<file path="src/rtl/rst_seq_pkg.sv">
// Shared definitions for the reset sequencer: FSM state encoding and the
// width of the clock-enable divider counter.
package rst_seq_pkg;

    // Sequencer phases: all domains held, staged release, normal operation.
    typedef enum logic [1:0] {
        ST_ASSERT  = 2'd0,
        ST_RELEASE = 2'd1,
        ST_RUN     = 2'd2
    } seq_state_e;

    // The enable counter spans /2 through /16, so four bits cover every strobe.
    localparam int CE_CNT_W = 4;

endpackage

</file>
<file path="src/rtl/rst_seq_ctrl_ce_gen.sv">
// Clock-enable strobe generator for rst_seq_ctrl.
// A free-running counter advances only while the sequencer is in RUN.
// Strobe k fires when the low k+1 counter bits are all ones.
// A clear input zeroes the counter so that every RUN period starts phase-aligned
// from 0.
module ce_gen
    import rst_seq_pkg::*;
(
    input  logic clk,
    input  logic run,
    input  logic clear,
    output logic ce_div2,
    output logic ce_div4,
    output logic ce_div8,
    output logic ce_div16
);

    logic [CE_CNT_W-1:0] cnt_q;
    logic [CE_CNT_W-1:0] cnt_d;
    logic [CE_CNT_W-1:0] ce_vec;

    // Next count: clear wins, otherwise advance only in RUN (wraps naturally).
    always_comb begin
        cnt_d = cnt_q;
        if (clear) begin
            cnt_d = '0;
        end else if (run) begin
            cnt_d = cnt_q + 1'b1;
        end
    end

    // Counter register.
    always_ff @(posedge clk) begin
        cnt_q <= cnt_d;
    end

    // Strobe gi is high when the low gi+1 bits are all ones, gated by RUN.
    generate
        for (genvar gi = 0; gi < CE_CNT_W; gi++) begin : g_strobe
            assign ce_vec[gi] = run & (&cnt_q[gi:0]);
        end
    endgenerate

    assign ce_div2  = ce_vec[0];
    assign ce_div4  = ce_vec[1];
    assign ce_div8  = ce_vec[2];
    assign ce_div16 = ce_vec[3];

endmodule

</file>
<file path="src/rtl/rst_seq_ctrl.sv">
// Reset sequencer: holds all domain resets for HOLD_CYC cycles, then releases
// them one by one, lowest index first, every STAGE_CYC cycles. It then sits in
// RUN until a soft-reset request arrives.
// A soft request is level-based. It is accepted once per assertion: after
// acceptance the request line must be seen low before it can trigger again.
// The sequence that a soft request starts ends with a one-cycle soft_ack.
// Optional feature macro RST_SEQ_CE_EN: when defined, a ce_gen instance
// produces divided clock-enable strobes during RUN. When undefined, all ce
// outputs are tied low.
module rst_seq_ctrl
    import rst_seq_pkg::*;
#(
    parameter int NUM_DOM   = 4,
    parameter int HOLD_CYC  = 8,
    parameter int STAGE_CYC = 4
)(
    input  logic               sys_clk,
    input  logic               rst,
    input  logic               soft_req,
    output logic               soft_ack,
    output logic [NUM_DOM-1:0] dom_rst,
    output logic               all_ready,
    output logic               seq_busy,
    output logic               ce_div2,
    output logic               ce_div4,
    output logic               ce_div8,
    output logic               ce_div16
);

    // One timer serves both the hold phase and each release stage.
    localparam int MAX_CYC = (HOLD_CYC > STAGE_CYC) ? HOLD_CYC : STAGE_CYC;
    localparam int TMR_W   = $clog2(MAX_CYC) + 1;
    localparam int IDX_W   = (NUM_DOM > 1) ? $clog2(NUM_DOM) : 1;

    localparam logic [TMR_W-1:0] HOLD_LAST  = TMR_W'(HOLD_CYC - 1);
    localparam logic [TMR_W-1:0] STAGE_LAST = TMR_W'(STAGE_CYC - 1);
    localparam logic [IDX_W-1:0] LAST_IDX   = IDX_W'(NUM_DOM - 1);

    seq_state_e         state_q, state_d;
    logic [TMR_W-1:0]   tmr_q, tmr_d;
    logic [IDX_W-1:0]   idx_q, idx_d;       // next domain to be released
    logic [NUM_DOM-1:0] dom_q, dom_d;
    logic               armed_q, armed_d;   // soft request may be accepted
    logic               pend_q, pend_d;     // current sequence was soft-triggered
    logic               ack_q, ack_d;

    // Sequencing FSM: the hold timer, the staged release and soft-request acceptance.
    always_comb begin
        state_d = state_q;
        tmr_d   = tmr_q;
        idx_d   = idx_q;
        dom_d   = dom_q;
        armed_d = armed_q;
        pend_d  = pend_q;
        ack_d   = 1'b0;

        // Seeing the request low re-arms; acceptance below disarms.
        if (!soft_req) begin
            armed_d = 1'b1;
        end

        case (state_q)
            ST_ASSERT: begin
                dom_d = '1;
                if (tmr_q == HOLD_LAST) begin
                    // Domain 0 is released at the end of the hold phase.
                    tmr_d    = '0;
                    dom_d[0] = 1'b0;
                    idx_d    = IDX_W'(1);
                    if (NUM_DOM == 1) begin
                        state_d = ST_RUN;
                        ack_d   = pend_q;
                        pend_d  = 1'b0;
                    end else begin
                        state_d = ST_RELEASE;
                    end
                end else begin
                    tmr_d = tmr_q + 1'b1;
                end
            end

            ST_RELEASE: begin
                if (tmr_q == STAGE_LAST) begin
                    tmr_d        = '0;
                    dom_d[idx_q] = 1'b0;
                    idx_d        = idx_q + 1'b1;
                    if (idx_q == LAST_IDX) begin
                        // Last domain falls together with entry to RUN.
                        state_d = ST_RUN;
                        ack_d   = pend_q;
                        pend_d  = 1'b0;
                    end
                end else begin
                    tmr_d = tmr_q + 1'b1;
                end
            end

            ST_RUN: begin
                if (soft_req && armed_q) begin
                    state_d = ST_ASSERT;
                    dom_d   = '1;
                    tmr_d   = '0;
                    idx_d   = '0;
                    armed_d = 1'b0;
                    pend_d  = 1'b1;
                end
            end

            default: begin
                state_d = ST_ASSERT;
                dom_d   = '1;
                tmr_d   = '0;
                idx_d   = '0;
            end
        endcase
    end

    // State registers; reset restarts the sequence and drops any pending acknowledge.
    always_ff @(posedge sys_clk) begin
        if (rst) begin
            state_q <= ST_ASSERT;
            tmr_q   <= '0;
            idx_q   <= '0;
            dom_q   <= '1;
            armed_q <= 1'b1;
            pend_q  <= 1'b0;
            ack_q   <= 1'b0;
        end else begin
            state_q <= state_d;
            tmr_q   <= tmr_d;
            idx_q   <= idx_d;
            dom_q   <= dom_d;
            armed_q <= armed_d;
            pend_q  <= pend_d;
            ack_q   <= ack_d;
        end
    end

    assign dom_rst   = dom_q;
    assign soft_ack  = ack_q;
    assign all_ready = (state_q == ST_RUN);
    assign seq_busy  = (state_q == ST_ASSERT) || (state_q == ST_RELEASE);

`ifdef RST_SEQ_CE_EN
    logic run_w;
    logic clear_w;

    // Clear at the same edge that leaves RUN, so the counter re-enters at 0.
    assign run_w   = (state_q == ST_RUN);
    assign clear_w = rst || (state_d != ST_RUN);

    ce_gen u_ce_gen (
        .clk      (sys_clk),
        .run      (run_w),
        .clear    (clear_w),
        .ce_div2  (ce_div2),
        .ce_div4  (ce_div4),
        .ce_div8  (ce_div8),
        .ce_div16 (ce_div16)
    );
`else
    assign ce_div2  = 1'b0;
    assign ce_div4  = 1'b0;
    assign ce_div8  = 1'b0;
    assign ce_div16 = 1'b0;
`endif

endmodule

</file>
<file path="config.mk">
export PLATFORM = sky130hd
export DESIGN_NAME = rst_seq_ctrl
export DESIGN_NICKNAME = d
export VERILOG_FILES = /design/src/rtl/rst_seq_pkg.sv /design/src/rtl/rst_seq_ctrl_ce_gen.sv /design/src/rtl/rst_seq_ctrl.sv
export SDC_FILE = /design/constraint.sdc
export NUM_CORES = 1
export LEC_CHECK = 0
export CELL_PAD_IN_SITES_DETAIL_PLACEMENT = 0
export CELL_PAD_IN_SITES_GLOBAL_PLACEMENT = 2
export CORE_UTILIZATION = 31
export CTS_CLUSTER_SIZE = 40
export DETAILED_ROUTE_END_ITERATION = 10
export PLACE_DENSITY_LB_ADDON = 0.1
export SLEW_MARGIN = 20
export SYNTH_ARGS = -nofsm -noshare
export SYNTH_HDL_FRONTEND = slang
export SYNTH_SLANG_ARGS = --single-unit
</file>
<file path="constraint.sdc">
create_clock -name sys_clk -period 1.65 [get_ports sys_clk]
set_clock_uncertainty 0.2 [all_clocks]
set_input_delay 0.495 -clock sys_clk [delete_from_list [all_inputs] [get_ports sys_clk]]
set_output_delay 0.495 -clock sys_clk [all_outputs]
set_load 0.1 [all_outputs]
</file>
# ---- After elaboration in Yosys (flattened, before gate mapping)
# Cells that the tools add are included.
dict set report word_totals {
  n_memories 0
  in_bits 3
  word_cells 59
  ram_bits 0
  reg_bits 15
  out_inout_bits 11
  rom_bits 0
  latch_bits 0
}
dict set report op_classes {
  n_reduce_logical 10
  multipliers 0
  muxes 24
  eq_ne 9
  bitwise_logic 5
  addsub 2
  n_lt_le_gt_ge 2
  shift 0
  n_div 0
}
# cell count
set op_table {}
lappend op_table {{$pmux 4 s3} 2}
lappend op_table {{$mux 4} 5}
lappend op_table {{$pmux 2 s3} 2}
lappend op_table {{$mux 2} 5}
lappend op_table {{$mux 1} 8}
lappend op_table {{$reduce_and 4->1} 2}
lappend op_table {{$ne 2x2->1 const B} 3}
lappend op_table {{$add 4x1->4 const B} 1}
lappend op_table {{$and 4x4->4} 1}
lappend op_table {{$eq 2x2->1 const B} 2}
lappend op_table {{$eq 4x2->1 const B} 1}
lappend op_table {{$eq 4x3->1 const B} 1}
lappend op_table {{$not 4->4} 1}
lappend op_table {{$reduce_or 4->1} 1}
lappend op_table {{$lt 2x3->1 const B} 1}
lappend op_table {{$not 1->1} 3}
lappend op_table {{$reduce_and 3->1} 1}
lappend op_table {{$add 2x1->2 const B} 1}
lappend op_table {{$demux 1 s2} 1}
lappend op_table {{$eq 2x1->1 const B} 1}
lappend op_table {{$ge 2x1->1 const B} 1}
lappend op_table {{$logic_and 1x1->1} 2}
lappend op_table {{$logic_not 2->1} 1}
lappend op_table {{$ne 2x1->1 const B} 1}
lappend op_table {{other kinds (4)} 4}

# ---- Depth between registers and ports, before layout
# Gate-level depths: netlist of the first run.
dict set report logic_depth {
  depth_word 8
  mapped_depth 6
  depth_no_buf 5
}

# ---- Worst setup path after synthesis of the first run
# No wires, ideal clock.
dict set report synth_timing {
  path_type {register -> register}
  start {register state_q[1]}
  end {register dom_q[0], in the netlist dom_rst[0]}
  path_buffers 1
  synth_period_minus_slack_ns 2.056
  arrival_ns 1.733
  slack_ns -0.406
  setup_ns 0.123
  t_required_ns 1.327
  path_stages_with_launch 6
  cell_sequence {dfxtp_1 -> buf_4 -> clkinv_1 -> a21oi_1 -> a211o_1 -> nand3_1}
}
dict set report synth_between {
  elab_chain_cells 3
  word_cells_on_any_way 7
  cone_classes {4 x eq/ne; 1 x mux; 2 x reduce/logical}
}
# element line
set synth_rtl {}
lappend synth_rtl {{from (decl)} rst_seq_ctrl.sv:39} ;# seq_state_e state_q, state_d;
lappend synth_rtl {{from (signal assigned)} rst_seq_ctrl.sv:129} ;# state_q <= state_d;
lappend synth_rtl {{$eq 2x1->1 or $eq 2x2->1 (tied branches)} rst_seq_ctrl.sv:62} ;# case (state_q)
lappend synth_rtl {{$ne 2x2->1 (no source line) or $ne 2x1->1 (tied branches)} n/a}
lappend synth_rtl {{$reduce_and 2->1 (no source line)} n/a}
lappend synth_rtl {{to (signal assigned)} rst_seq_ctrl.sv:132} ;# dom_q <= dom_d;
lappend synth_rtl {{to (decl)} rst_seq_ctrl.sv:42} ;# logic [NUM_DOM-1:0] dom_q, dom_d;
# Several ways; a longest one is shown, not always the timed one.
# A chain may end at the register's enable or synchronous reset.

# ---- Worst setup path after layout of the first run
dict set report layout_timing {
  start {register state_q[0]}
  end {output port all_ready}
}
dict set report layout_between {
  elab_chain_cells 1
}
# element line
set layout_rtl {}
lappend layout_rtl {{$eq 2x2->1} rst_seq_ctrl.sv:141} ;# assign all_ready = (state_q == ST_RUN);
lappend layout_rtl {{to (decl)} rst_seq_ctrl.sv:22} ;# output logic all_ready,
# No other way between the ends.

==> results of run 1 <==
repair_timing:
item,4_1_cts,5_1_grt
pin swaps,0,1
gates resized for setup,3,7
setup endpoints to repair,2,4
buffers inserted,3,1
metrics by stage:
| stage | TNS, ns | setup slack [ns] | cells | utilization (%) | power (W) |
|---|---|---|---|---|---|
| floorplan | 0 | 0.0150 | 100 | - | 0.000472 |
| global placement | -1.25 | -0.225 | 143 | 43.8 | 0.000502 |
| global route | -0.0708 | -0.0708 | 151 | 47.3 | 0.000749 |
| detailed placement | -1.33 | -0.205 | 143 | 43.8 | 0.000502 |
| CTS | -0.0395 | -0.0395 | 150 | 46.0 | 0.000720 |
| finish | -0.0297 | -0.0297 | 151 | 47.3 | 0.000722 |
sequential cells by signal, indices dropped and copies added, names as in the netlist:
register	flops
idx_q	2
state_q	2
soft_ack	1
dom_rst	4
pend_q	1
armed_q	1
tmr_q	4
final cells by class:
cell class	instances	area, sq um	area share [%]
Multi-Input combinational cell	70	508	42.2
Sequential cell	15	308	25.5
Timing Repair Buffer	25	293	24.3
Tap cell	30	37.5	3.12
Inverter	7	31.3	2.60
Clock buffer	3	22.5	1.87
Clock inverter	1	5.00	0.415
cells in the mapped netlist, drive strengths merged:
master,n,area [sq um]
nor3,2,10.0
nor2,8,30.0
and3,3,18.8
a21oi,9,48.8
nor2b,3,33.8
xor2,1,16.3
a2111oi,1,15.0
a211o,1,8.76
a31oi,2,12.5
a21o,2,15.0
clkinv,1,3.75
a22oi,4,30.0
clkbuf,1,3.75
nand3,5,30.0
nand3b,1,7.51
dfxtp,15,300
ha,5,62.6
buf,7,60.1
conb,1,3.75
o21ai,5,25.0
nand2,8,37.5
o31a,1,8.76
inv,6,22.5
or2b,1,7.51
nor3b,2,31.3
nand2b,2,20.0
routing by layer:
layer,vias up,wire [um],GRT usage [%]
li1,372,-,-
met1,323,936,20.1
met2,15,816,22.9
met3,2,101,5.00
met4,0,11,2.56
met5,-,0,0
power by group:
group | internal (W) | leakage (nW) | total [W] | switching (W)
logic | 0.0000468 | 0.383 | 0.000122 | 0.0000747
registers | 0.000368 | 0.123 | 0.000379 | 0.0000105
clock network | 0.0000901 | 0.0177 | 0.000222 | 0.000132
total | 0.000505 | 0.524 | 0.000722 | 0.000217
worst max-delay path: stages, from the launching register on:
cell	delay, ns
dfxtp_2	0.33
nand2b_4	0.14
inv_4	0.06
buf_12	0.16
cells by family (layout without fill, tap and decap cells):
group	count (synthesis)	in the layout
other	1	4
AO/OA/AOI/OAI	25	25
adder cells (fa/ha/maj)	5	5
buffers and inverters	15	36
flip-flops	15	15
XOR/XNOR	1	1
AND/OR/NAND/NOR	35	35
worst paths after layout:
kind,startpoint,to,slack (ns),cells after the start
setup / recovery,state_q[0]$_SDFFE_PP0P_,all_ready,-0.03,3
hold / removal,dom_rst[2]$_SDFFE_PP1P_,dom_rst[2]$_SDFFE_PP1P_,0.30,2
setup reg to reg,tmr_q[0]$_SDFFE_PP0P_,dom_rst[0]$_SDFFE_PP1P_,0.15,6
hold reg to reg,dom_rst[2]$_SDFFE_PP1P_,dom_rst[2]$_SDFFE_PP1P_,0.30,2
==> results.cfg, run 1 <==
[yosys]
yosys.area_share.xor_xnor_pct = 1.88
synth_top_family_by_area = simple AND/OR/NAND/NOR gates
synthSimpleGateAreaFrac_pct = 26.2
syn_area_per_cell_sq_um = 8.90
synth_mux_area_share_pct = 0
yosys.area_share.adder_pct = 7.25
ys_warn_count = 0
synth_cell_types = 35
synth_area_sq_um = 863
synth_compound_area_share_pct = 19.0
synthCells = 97
ys_ff_latch = 15
ys_seq_area_share_pct = 34.8

[clock_network]
clk_pin_slew_ns = 0.10
cts_root_buf = clkbuf_4
clock-sinks = 15
cts_max_path_buffers = 2
htreeDepth = 1
numCtsBuffers = 3
clock_latency_ns = 0.29
cts_tree = built
cts_hold_buf = 0

[finish]
final_area_sq_um = 1200
nets = 130
final_common_cell = buf_4
fillers = 252
syn2layout_area_growth_pct = 39.6
final_cell_mix = buf_4, dfxtp_1, nor2_1, buf_12
num_antenna_cells = 0
final_layout_size_suffix_gt1_share_pct = 37.2

[detailed_routing]
wire_per_inst_um = 12.4
drt-initial-drc-count = 3
first_pass_iters = 4
avgViaCountPerCell = 4.72
ant_nets = 0
wl_mm = 1.87
num_vias = 712
drc_errors = 0

[timing]
clock.fmax_mhz = 595
period_share_pct = 102
hold_ws_ns = 0.301
setup_viol = 1
finalWorstSetupSlack_ns = -0.0297
min_period_ns = 1.68
hold_viol_final = 0
slew_violations = 0
rsz0062_at_grt = true

[setup_path]
start_kind = flop
critical_path_arrival_ns = 0.98
required_ns = 0.95
cp_max_fo = 2
crit_path_end_kind = primary output
path_class = reg2out

[run]
maxCapViolations = 0

[run_status]
status = complete, but fails checks
violations = negative setup slack

[die]
core_area_sq_um = 2540
die-height_um = 54.8
dieWidth_um = 54.8
dieArea_sq_um = 3000
start_util_pct = 33.9
fp-row-count = 18
io_pins = 14

[grt]
antenna_found_initial = 0
grt_util_all_layers_pct = 14.9
grt_pass1_wl_mm = 3.11
grt_pass1_vias = 664
grt_max_degree = 14
gr-total-overflow = 0

[place]
io_buffers = 9
post-dp-hpwl_mm = 1.32
dpl_cell_area_sq_um = 1110
routabilityCongestion = 0.743

[power_and_ir_drop]
leakagePower_nw = 0.524
power_density_nw_per_um2 = 599
max-vdd-ir-drop_v = 0.000476

[min_path]
hp-class = reg2reg
Power figures use the tool's default switching activity.
==> run 2, diff against run 1 <==
--- a/config.mk
+++ b/config.mk
@@ -7,6 +7,7 @@
 export LEC_CHECK = 0
 export CELL_PAD_IN_SITES_DETAIL_PLACEMENT = 0
 export CELL_PAD_IN_SITES_GLOBAL_PLACEMENT = 2
+export CORE_MARGIN = 5
 export CORE_UTILIZATION = 31
 export CTS_CLUSTER_SIZE = 40
 export DETAILED_ROUTE_END_ITERATION = 10
==> run 2 against run 1 <==
Net effect:
- the flow still finishes with violations (negative setup slack)
- critical path type unchanged
- non-clock buffer count is 2 lower
- critical path depth stayed put
- clock-buffer cell count stayed put
- power is 1.7% lower
- largest cell class unchanged
==> results.cfg, run 2 (same netlist as run 1, synthesis figures left out) <==
[finish]
fillers = 284
syn2layout_area_growth_pct = 33.8
final_layout_size_suffix_gt1_share_pct = 33.6
nets = 128
num_antenna_cells = 0
post-route-util_pct = 42.6
final_area_sq_um = 1150
final_common_cell = buf_4
final_cell_mix = buf_4, dfxtp_1, nor2_1, a21oi_1

[die]
io_pins = 14
fp-row-count = 19
dieArea_sq_um = 3940
core_area_sq_um = 2710
start_util_pct = 31.9
die-height_um = 62.8
dieWidth_um = 62.8

[min_path]
hold_path_depth = 2
min_from = pend_q$_SDFFE_PP0P_
hold_end = pend_q$_SDFFE_PP0P_
hp-class = reg2reg

[detailed_routing]
drt-initial-drc-count = 28
drc_errors = 0
ant_nets = 0
wire_per_inst_um = 12.1
num_vias = 718
first_pass_iters = 5
avgViaCountPerCell = 4.79
wl_mm = 1.81

[grt]
grt_pass1_wl_mm = 3.06
grt_pass1_vias = 635
grt_util_all_layers_pct = 9.68
gr-total-overflow = 0
grt_max_degree = 12
antenna_found_initial = 0

[clock_network]
numCtsBuffers = 3
clock_latency_ns = 0.28
cts_root_buf = clkbuf_4
cts_tree = built
cts_max_path_buffers = 2
clock-sinks = 15
cts_hold_buf = 0
clk_pin_slew_ns = 0.10
htreeDepth = 1

[timing]
min_period_ns = 1.70
rsz0062_at_grt = true
clock.fmax_mhz = 588
slew_violations = 0
setup_viol = 1
finalWorstSetupSlack_ns = -0.0497
hold_viol_final = 0
period_share_pct = 103
hold_ws_ns = 0.290

[setup_path]
required_ns = 0.95
r2r_start = tmr_q[1]$_SDFFE_PP0P_
cp_max_fo = 4
rrSetupSlack_ns = 0.15
critical_path_arrival_ns = 1.00
path_class = reg2out
worstRegToRegCells = 4
crit_path_end_kind = primary output
start_kind = flop
rr_endpoint = idx_q[0]$_SDFFE_PP0P_

[power_and_ir_drop]
max-vdd-ir-drop_v = 0.000409
p_total_w = 0.000710
leakagePower_nw = 0.505
power_density_nw_per_um2 = 615

[place]
routabilityCongestion = 0.711
dpl_cell_area_sq_um = 1110
post-dp-hpwl_mm = 1.40
io_buffers = 9

[run]
maxCapViolations = 0

[run_status]
status = complete, but fails checks
violations = negative setup slack
[run 2: worst max-delay path, stage by stage (launching register included)]
cell and delay (ns):
dfxtp_2 0.35, nand2b_4 0.15, inv_4 0.06, buf_12 0.16
[run 2: timing repair]
action | in CTS | in global routing
pin swaps | 0 | 1
gates resized for setup | 3 | 2
endpoints found under the setup margin | 2 | 3
endpoints found under the hold margin | 0 | 0
buffers inserted | 1 | 0
[run 2: layout make-up]
type                            instances  area (sq um)  area share [%]
Sequential cell                        15           305            26.4
Inverter                                7          31.3            2.71
Timing Repair Buffer                   23           265            23.0
Multi-Input combinational cell         70           487            42.1
Clock buffer                            3          22.5            1.95
Tap cell                               31          38.8            3.36
Clock inverter                          1          5.00           0.433
[run 2: layer usage]
metal	up-vias	wire, um	GRT usage [%]
li1	369	-	-
met1	327	887	13.3
met2	20	798	13.7
met3	2	105	3.24
met4	0	20	3.98
met5	-	0	0
[run 2: worst max-delay path by stage]
stage | startpoint | endpoint | slack [ns] | depth (start not counted)
after floorplan | dom_rst[0]$_SDFFE_PP1P_ | dom_rst[0] | 0.01 | 0
after global placement | soft_req | dom_rst[0]$_SDFFE_PP1P_ | -0.23 | 5
after detailed placement | soft_req | dom_rst[0]$_SDFFE_PP1P_ | -0.20 | 5
after CTS | state_q[0]$_SDFFE_PP0P_ | all_ready | -0.06 | 3
after global routing | state_q[0]$_SDFFE_PP0P_ | all_ready | -0.09 | 3
final | state_q[0]$_SDFFE_PP0P_ | all_ready | -0.05 | 3
[run 2: through the flow]
step / setup TNS, ns / setup WS, ns / instances
after floorplan: 0 / 0.0150 / 100
after global placement: -1.33 / -0.229 / 145
after detailed placement: -1.24 / -0.198 / 145
after CTS: -0.0574 / -0.0574 / 150
after global routing: -0.0883 / -0.0883 / 150
final: -0.0497 / -0.0497 / 150
[run 2: power by group]
part	switching [W]	internal (W)
Sequential	0.00000654	0.000367
Combinational	0.0000748	0.0000411
Clock	0.000131	0.0000899
==> run 3, diff against run 2 <==
--- a/config.mk
+++ b/config.mk
@@ -5,6 +5,7 @@
 export SDC_FILE = /design/constraint.sdc
 export NUM_CORES = 1
 export LEC_CHECK = 0
+export CAP_MARGIN = 0
 export CELL_PAD_IN_SITES_DETAIL_PLACEMENT = 0
 export CELL_PAD_IN_SITES_GLOBAL_PLACEMENT = 2
 export CORE_MARGIN = 5
@@ -16,3 +17,4 @@
 export SYNTH_ARGS = -nofsm -noshare
 export SYNTH_HDL_FRONTEND = slang
 export SYNTH_SLANG_ARGS = --single-unit
+export TNS_END_PERCENT = 100
==> results of run 3 <==
Final layout, timing and power as in run 2 (identical DEF).
